`src/rtl/display_pkg.sv`:
```
// display_pkg: default raster timing, pixel type and swap FSM states for frame-buffer scanout
package display_pkg;
  localparam int WIDTH = 1024;
  localparam int HEIGHT = 720;
  localparam int H_FP = 110;
  localparam int H_SYNC = 40;
  localparam int H_BP = 220;
  localparam int V_FP = 5;
  localparam int V_SYNC = 5;
  localparam int V_BP = 20;
  localparam int RAM_LATENCY = 2;
  localparam int H_TOTAL = WIDTH + H_FP + H_SYNC + H_BP;
  localparam int V_TOTAL = HEIGHT + V_FP + V_SYNC + V_BP;
  typedef logic [23:0] pixel_t;
  typedef enum logic [1:0] {IDLE, PENDING, ACK, WAIT_DROP} swap_state_t;
endpackage

```
`src/rtl/video_timing_gen.sv`:
```
// video_timing_gen: raster h/v counters with raw sync, active, frame and vblank-edge strobes
module video_timing_gen import display_pkg::*; #(
  parameter int WIDTH = display_pkg::WIDTH,
  parameter int HEIGHT = display_pkg::HEIGHT,
  parameter int H_FP = display_pkg::H_FP,
  parameter int H_SYNC = display_pkg::H_SYNC,
  parameter int H_BP = display_pkg::H_BP,
  parameter int V_FP = display_pkg::V_FP,
  parameter int V_SYNC = display_pkg::V_SYNC,
  parameter int V_BP = display_pkg::V_BP
) (
  input  logic clk_in,
  input  logic rst_in,
  output logic hsync,
  output logic vsync,
  output logic active,
  output logic frame_start,
  output logic frame_end,
  output logic vblank_edge
);
  localparam int HT = WIDTH + H_FP + H_SYNC + H_BP;
  localparam int VT = HEIGHT + V_FP + V_SYNC + V_BP;
  localparam int HW = $clog2(HT);
  localparam int VW = $clog2(VT);
  logic [HW-1:0] hcount;
  logic [VW-1:0] vcount;
  logic h_last, v_last;
  assign h_last = hcount == HW'(HT - 1);
  assign v_last = vcount == VW'(VT - 1);
  always_ff @(posedge clk_in or negedge rst_in)
    if (!rst_in) begin
      hcount <= '0;
      vcount <= '0;
    end else begin
      hcount <= h_last ? '0 : hcount + 1'b1;
      if (h_last) vcount <= v_last ? '0 : vcount + 1'b1;
    end
  assign hsync = hcount >= HW'(WIDTH + H_FP) && hcount < HW'(WIDTH + H_FP + H_SYNC);
  assign vsync = vcount >= VW'(HEIGHT + V_FP) && vcount < VW'(HEIGHT + V_FP + V_SYNC);
  assign active = hcount < HW'(WIDTH) && vcount < VW'(HEIGHT);
  assign frame_start = hcount == '0 && vcount == '0;
  assign frame_end = h_last && v_last;
  assign vblank_edge = hcount == '0 && vcount == VW'(HEIGHT);
endmodule

```
`src/rtl/framebuffer_scanout.sv`:
```
// framebuffer_scanout: raster scanout of a double-buffered frame buffer with vblank-only swap
module framebuffer_scanout import display_pkg::*; #(
  parameter int WIDTH = display_pkg::WIDTH,
  parameter int HEIGHT = display_pkg::HEIGHT,
  parameter int H_FP = display_pkg::H_FP,
  parameter int H_SYNC = display_pkg::H_SYNC,
  parameter int H_BP = display_pkg::H_BP,
  parameter int V_FP = display_pkg::V_FP,
  parameter int V_SYNC = display_pkg::V_SYNC,
  parameter int V_BP = display_pkg::V_BP,
  parameter int RAM_LATENCY = display_pkg::RAM_LATENCY
) (
  input  logic                               clk_in,
  input  logic                               rst_in,
  input  pixel_t                             rdata_in,
  input  logic                               swap_req_in,
  output logic [$clog2(WIDTH * HEIGHT)-1:0]  addr_out,
  output logic                               buf_sel_out,
  output logic                               swap_ack_out,
  output pixel_t                             rgb_out,
  output logic                               hsync_out,
  output logic                               vsync_out,
  output logic                               active_out,
  output logic                               frame_start_out
);
  localparam int AW = $clog2(WIDTH * HEIGHT);
  localparam logic [AW-1:0] ADDR_MAX = AW'(WIDTH * HEIGHT - 1);
  logic hs, vs, act, fs, f_end, vb_edge, fire;
  logic [3:0] pipe [RAM_LATENCY];
  swap_state_t state, state_nx;
  video_timing_gen #(
    .WIDTH(WIDTH), .HEIGHT(HEIGHT), .H_FP(H_FP), .H_SYNC(H_SYNC), .H_BP(H_BP),
    .V_FP(V_FP), .V_SYNC(V_SYNC), .V_BP(V_BP)
  ) u_timing (
    .clk_in(clk_in), .rst_in(rst_in), .hsync(hs), .vsync(vs), .active(act),
    .frame_start(fs), .frame_end(f_end), .vblank_edge(vb_edge)
  );
  always_ff @(posedge clk_in or negedge rst_in)
    if (!rst_in) begin
      addr_out <= '0;
      buf_sel_out <= 1'b0;
      state <= IDLE;
      for (int i = 0; i < RAM_LATENCY; i++) pipe[i] <= '0;
    end else begin
      addr_out <= f_end ? '0 : (act && addr_out != ADDR_MAX) ? addr_out + 1'b1 : addr_out;
      buf_sel_out <= buf_sel_out ^ fire;
      state <= state_nx;
      pipe[0] <= {hs, vs, act, fs};
      for (int i = 1; i < RAM_LATENCY; i++) pipe[i] <= pipe[i-1];
    end
  always_comb begin
    state_nx = state;
    fire = 1'b0;
    case (state)
      IDLE, PENDING: begin
        fire = swap_req_in && vb_edge;
        state_nx = fire ? ACK : swap_req_in ? PENDING : IDLE;
      end
      ACK: state_nx = WAIT_DROP;
      WAIT_DROP: state_nx = swap_req_in ? WAIT_DROP : IDLE;
    endcase
  end
  assign swap_ack_out = fire;
  assign {hsync_out, vsync_out, active_out, frame_start_out} = pipe[RAM_LATENCY-1];
  assign rgb_out = active_out ? rdata_in : '0;
endmodule

```
`config.mk`:
```
export PLATFORM = sky130hd
export DESIGN_NAME = framebuffer_scanout
export DESIGN_NICKNAME = d
export VERILOG_FILES = /design/src/rtl/display_pkg.sv /design/src/rtl/video_timing_gen.sv /design/src/rtl/framebuffer_scanout.sv
export SDC_FILE = /design/constraint.sdc
export NUM_CORES = 1
export LEC_CHECK = 0
export ABC_AREA = 1
export BUFFER_PORTS_ARGS = -buffer_cell sky130_fd_sc_hd__buf_2
export CORE_ASPECT_RATIO = 1.25
export CORE_MARGIN = 4
export CORE_UTILIZATION = 45
export CTS_BUF_LIST = sky130_fd_sc_hd__clkbuf_16
export CTS_CLUSTER_DIAMETER = 80
export DETAILED_ROUTE_END_ITERATION = 12
export HOLD_SLACK_MARGIN = 0.02
export PLACE_DENSITY = 0.69
export SYNTH_ARGS = -nofsm -noshare
export SYNTH_HDL_FRONTEND = slang
export SYNTH_SLANG_ARGS = --single-unit
```
`constraint.sdc`:
```
create_clock -name clk_in -period 4.9 [get_ports clk_in]
set_input_delay 0 -clock clk_in [delete_from_list [all_inputs] [get_ports clk_in]]
set_output_delay 0 -clock clk_in [all_outputs]
set_load 0.005 [all_outputs]
```
Yosys cells after proc, flatten, opt, wreduce, memory -nomap -nowiden. Cells that the tools add are included.

Register bits: 52. Bits of input ports: 27. Output and inout port bits: 50.

$add $sub $neg: 3. $lt $le $gt $ge: 6. Equality and inequality tests: 7. Mux-type cells: 10. Bitwise operators: 1. Reductions and logical operators: 13.

Operator list (count): 20-bit two-way mux (2); 24-bit two-way mux (1); 11-bit less-than comparator (second input constant) (2); 20-bit by 1-bit adder with 20-bit output (second input constant) (1); 10-bit equality test (second input constant) (2); 10-bit less-than comparator (second input constant) (2); 20-bit inequality test (second input constant) (1); 11-bit by 1-bit adder with 11-bit output (second input constant) (1); 11-bit equality test (second input constant) (1); 11-bit >= comparator (second input constant) (1); 11-bit logical NOT (1); 11-bit two-way mux (1); 10-bit by 1-bit adder with 10-bit output (second input constant) (1); 10-bit >= comparator (second input constant) (1); 10-bit logical NOT (1); 10-bit two-way mux (1); 1-bit logical AND (8); 2-bit case mux with 3 select lines (1); 2-bit equality test (second input constant) (2); 2-bit two-way mux (2); 2-bit by 1-bit equality test with 1-bit output (second input constant) (1); 2-bit logical NOT (1); 1-bit two-way mux (2); 2-bit nonzero test (1); 2 further kinds (2).

Depth between registers and ports, before layout.
Depth in word-level cells: 5. Depth in mapped cells: 10.

Modules after synthesis. From an unflattened synthesis, not the netlist that was laid out.

Cell total of the unflattened synthesis: 479. Area total of the unflattened synthesis: 3365.7 µm².

Modules (own cells, without submodules): framebuffer_scanout (instances 1, cells each 270, area each 1830.5 µm², seq. area each 775.7 µm²); video_timing_gen (instances 1, cells each 209, area each 1535.2 µm², seq. area each 525.5 µm²).

Worst setup path before layout. OpenSTA, ideal clock, no wires.

Kind: register -> register. Start: reg u_timing.hcount[1]. End: reg addr_out[9]. Setup time: 0.124 ns. Arrival time: 1.510 ns. Data required time: 4.776 ns. Slack: 3.267 ns. Stages on the path, launching flop included: 11. Period minus slack after synthesis: 1.633 ns. Path through: dfrtp_1 -> inv_1 -> ha_1 -> inv_1 -> nor2_1 -> nand4_4 -> nor2_8 -> nor2_8 -> buf_12 -> nand2_2 -> nand2_1.

Longest elaborated chain between the ends: 4. Elaborated cells between the ends (all ways): 7.

Ends and longest elaborated chain: start, declared (RTL line video_timing_gen.sv:25) `logic [HW-1:0] hcount;`; start signal, assigned (RTL line video_timing_gen.sv:35) `hcount <= h_last ? '0 : hcount + 1'b1;`; 11-bit less-than comparator (RTL line video_timing_gen.sv:40) `assign active = hcount < HW'(WIDTH) && vcount < VW'(HEIGHT);`; 1-bit logical AND (RTL line video_timing_gen.sv:40); 1-bit logical AND (RTL line framebuffer_scanout.sv:45) `addr_out <= f_end ? '0 : (act && addr_out != ADDR_MAX) ? addr_out + 1'b1 : addr_out;`; 2-bit nonzero test (no source line); end signal, assigned (RTL line framebuffer_scanout.sv:45); end, declared (RTL line framebuffer_scanout.sv:17) `output logic [$clog2(WIDTH * HEIGHT)-1:0] addr_out,`.

Parallel ways exist; a longest one is shown, timed or not. A chain may end at the register's enable or synchronous reset.

Worst setup path after layout.
Start: reg u_timing.hcount[3]. End: reg addr_out[19].

The elaborated chain is that of the path after synthesis.

==> impl_results.md <==
* Cell depth of the worst min-delay path at 4
* Clk sinks at 52
* Layout cells sized above 1 at 0.2139
* Portion of the post-synthesis area used by sequential elements at 0.3929
* Antenna diodes at 0
* GPL Wtd Cong at 0.9273
* Startpoint class of the critical path: flop
* Synth area leader: sky130_fd_sc_hd__dfrtp_1
* Reg-to-reg startpoint: u_timing.hcount[3]$_DFF_PN0_
* Synthesized area divided by synthesized cell count at 7.107 um^2
* Category of the worst setup path capture point: flop
* Area fraction of the dominant cell type after synthesis at 0.3929
* Number of enable-type register cells in the synthesized netlist at 0
* Number of cell rows at 34
* Run status: finished, final reports clean
* Async set-or-reset flop fraction in the synthesized netlist at 1.000
* Data arrival at the endpoint of the critical path at 2.50 ns
* Overflow after GRT at 0
* Fmax at 0.4316 GHz
* Worst R2R Setup Slack at 2.58 ns
* Width of the chip at 84.73 um
* HPWL after detailed placement at 6134 um
* Root buffer cell: sky130_fd_sc_hd__clkbuf_16
* Average wire per standard cell at 12.70 um
* First-pass DRT Iterations at 5
* Hold Path Class: in2out
* Crit path required time at 5.08 ns
* Starting density of the core at 0.4690
* Total number of H-tree levels at 2
* Max Buffers Root-to-Sink at 2
* DR DRC count at 0
* Worst Clk Skew at 0.009055 ns
* Initial antenna violation count at 0
* Clock edge transition at the registers on the reported setup and hold paths at approximately 0.070 ns
* Overall Global Routing Usage at 0.1886
* Count of cell types in the netlist at 31
* Final hold slack at 0.2486 ns
* Number of maximum-capacitance violations at 0
* Cell Pwr Density at 206.3 nW/um^2
* Post-CTS repair timing setup buffer count at 0
* Yosys warning count at 0
* Clock buffers created by TritonCTS at 5
* Remaining number of nets flagged by the antenna check after routing at 0
* TritonCTS clock tree: built
* Crit path max fanout at 12
* Via-per-instance ratio at 5.042
* P_leak at 2.188 nW
* Cell Chain, Critical Path: nor2_1, nand3_1, nor2_1, nand2_1, nand4_1, nand2_1
* Port Buffer Count at between 70 and 80
* Post-synth top flop: sky130_fd_sc_hd__dfrtp_1
* Tcrit/Tclk final at 0.4729
* Die height at between 100 and 150 um
* Number of top-level pins at just under 80
* Setup-failing EPs final at 0
* Top cells by area, synth: sky130_fd_sc_hd__dfrtp_1 39%, sky130_fd_sc_hd__nand2_1 15%, sky130_fd_sc_hd__inv_1 8.7%, sky130_fd_sc_hd__nor2_1 5.6%, sky130_fd_sc_hd__nand3_1 3.8%
* Pin slew with the least headroom to its limit at 0.6713 ns
* Overall die area at around 9000 um^2
* Worst setup margin at between 2 and 3 ns
* Crit path max-delay cell type: sky130_fd_sc_hd__nor2_1
* Min Tclk post-route at 2.317 ns
* Path depth of the worst reg2reg path at 6
* Final #Nets at 581
* Buffer and inverter count on the worst path at 0
* Hold Startpoint: rdata_in[1]
* Via count at 3212
* Leading cell types by count after synthesis: 135 x sky130_fd_sc_hd__nand2_1, 77 x sky130_fd_sc_hd__inv_1, 52 x sky130_fd_sc_hd__dfrtp_1, 49 x sky130_fd_sc_hd__nor2_1, 25 x sky130_fd_sc_hd__nand3_1
* Largest stage delay on the critical path at 0.52 ns
* Dominant cell by count in the synthesized netlist: sky130_fd_sc_hd__nand2_1
* Peak supply drop at 0.1482 mV
* Netlist Area Pre-Place at between 3000 and 4000 um^2
* Wire length reported by the detailed router at 8088 um
* Synthesized netlist net count at 501
* Largest net degree at the start of global routing at 53
* Normalized max-slew margin at 0.5525
* Layout-stage area growth over the synthesis result at 18.62%
* Count of routing violations after the opening detailed-route iteration at 172
* Placeable core area at 7062 um^2
* Hold Crit Endpoint: rgb_out[1]
* Unrepaired setup endpoints after global routing: false
* Via count of the first global-routing pass at 3088
* Number of synthesized register bits at 52
* Setup slack after placement at 2.615 ns
* Worst Path Class, Setup: reg2reg
* Synth Instances at about 470
* Final TNS setup at 0 ns
* Gate family responsible for the most delay along the worst path: simple AND/OR/NAND/NOR gates
* Final slew viol count at 0
* Hold Violations, Final at 0
* Worst reg2reg endpoint: addr_out[19]$_DFFE_PN0P_
* First-pass GRT wire length at 13940 um
* Source-to-sink clock delay at the later pin of the worst-skew pair at 0.29 ns
==> metrics by stage <==
| step | util | cells | power, mW | instance area, um^2 |
|---|---|---|---|---|
| 2_1_floorplan | - | 466 | 0.4479 | 3312 |
| 3_3_place_gp | 0.5338 | 627 | 0.4773 | 3770 |
| 3_5_place_dp | 0.5338 | 627 | 0.4783 | 3770 |
| 4_1_cts | 0.5563 | 637 | 0.8225 | 3929 |
| 5_1_grt | 0.5563 | 637 | 0.8450 | 3929 |
| 6_report | 0.5563 | 637 | 0.8103 | 3929 |
==> placed cells by master (no fill, tap or decap) <==
cell,n
sky130_fd_sc_hd__nand2_1,135
sky130_fd_sc_hd__inv_1,77
sky130_fd_sc_hd__buf_2,76
sky130_fd_sc_hd__dfrtp_1,52
sky130_fd_sc_hd__nor2_1,49
sky130_fd_sc_hd__nand3_1,25
sky130_fd_sc_hd__nand4_1,20
sky130_fd_sc_hd__nor3_1,18
sky130_fd_sc_hd__o21ai_0,13
sky130_fd_sc_hd__nand2_2,12
sky130_fd_sc_hd__xor2_1,10
sky130_fd_sc_hd__a21oi_1,10
sky130_fd_sc_hd__ha_1,8
sky130_fd_sc_hd__inv_2,5
sky130_fd_sc_hd__clkbuf_16,5
sky130_fd_sc_hd__nor2_2,4
sky130_fd_sc_hd__nor2_4,4
sky130_fd_sc_hd__nor2_8,3
sky130_fd_sc_hd__o21ai_1,3
sky130_fd_sc_hd__or2_2,2
sky130_fd_sc_hd__clkinv_2,2
sky130_fd_sc_hd__dlygate4sd3_1,2
sky130_fd_sc_hd__a31oi_1,1
sky130_fd_sc_hd__nand4_4,1
sky130_fd_sc_hd__nor4_1,1
sky130_fd_sc_hd__nand3_2,1
sky130_fd_sc_hd__nand4_2,1
sky130_fd_sc_hd__xnor2_1,1
sky130_fd_sc_hd__o211ai_1,1
sky130_fd_sc_hd__nand3b_1,1
sky130_fd_sc_hd__o22ai_1,1
sky130_fd_sc_hd__o31ai_1,1
sky130_fd_sc_hd__clkinv_1,1
sky130_fd_sc_hd__buf_4,1
==> worst max-delay path by stage <==
stage,cells past startpoint,end,slack [ns],from
after floorplan,10,addr_out[9]$_DFFE_PN0P_,3.27,u_timing.hcount[1]$_DFF_PN0_
after global placement,6,addr_out[19]$_DFFE_PN0P_,2.70,u_timing.hcount[2]$_DFF_PN0_
after detailed placement,6,addr_out[19]$_DFFE_PN0P_,2.62,u_timing.hcount[3]$_DFF_PN0_
after CTS,6,addr_out[19]$_DFFE_PN0P_,2.61,u_timing.hcount[3]$_DFF_PN0_
after global routing,6,addr_out[8]$_DFFE_PN0P_,2.38,u_timing.hcount[3]$_DFF_PN0_
final,6,addr_out[19]$_DFFE_PN0P_,2.58,u_timing.hcount[3]$_DFF_PN0_
==> tightest hold or removal path: cells and delay by family <==
kind | cells | cell delay, ns
buffers and inverters | 3 | 0.21
AND/OR/NAND/NOR | 1 | 0.04
==> layout make-up <==
type                            instances  area [um^2]
Clock buffer                            5        125.1
Clock inverter                          3        13.76
Fill cell                             694         3133
Inverter                               82        307.8
Multi-Input combinational cell        326         1660
Sequential cell                        52         1301
Tap cell                               90        112.6
Timing Repair Buffer                   79        407.9
==> power breakdown <==
group	switching [mW]	internal [mW]
sequential	0.000103	0.429
combinational	0.0215	0.0190
clock	0.154	0.186
==> per-layer routing <==
metal  GRT usage  wire (um)
met1      0.2192       3188
met3     0.03090        491
met5           0          0
met2      0.3550       4311
met4     0.04412         97
==> repair_timing <==
action                                  4_1_cts  5_1_grt
hold buffers                                  2        0
resized for setup                             0        0
endpoints found under the hold margin        53        0
endpoints found under the setup margin        0        0
==> flip-flops by register name, indices dropped and copies added (netlist names) <==
name and count:
buf_sel_out 1, vsync_out 1, u_timing.hcount 11, active_out 1, frame_start_out 1, addr_out 20, u_timing.vcount 10, hsync_out 1
state 2, pipe 4
==> logic make-up after synthesis <==
logic type	after synthesis	synth area share
fa+ha+maj	8	0.03022
compound gates	30	0.04760
flops	52	0.3929
xor+xnor	11	0.02909
buf+inv	88	0.1058
simple gates	277	0.3944
Note: power is estimated with default switching activity, not from simulation.
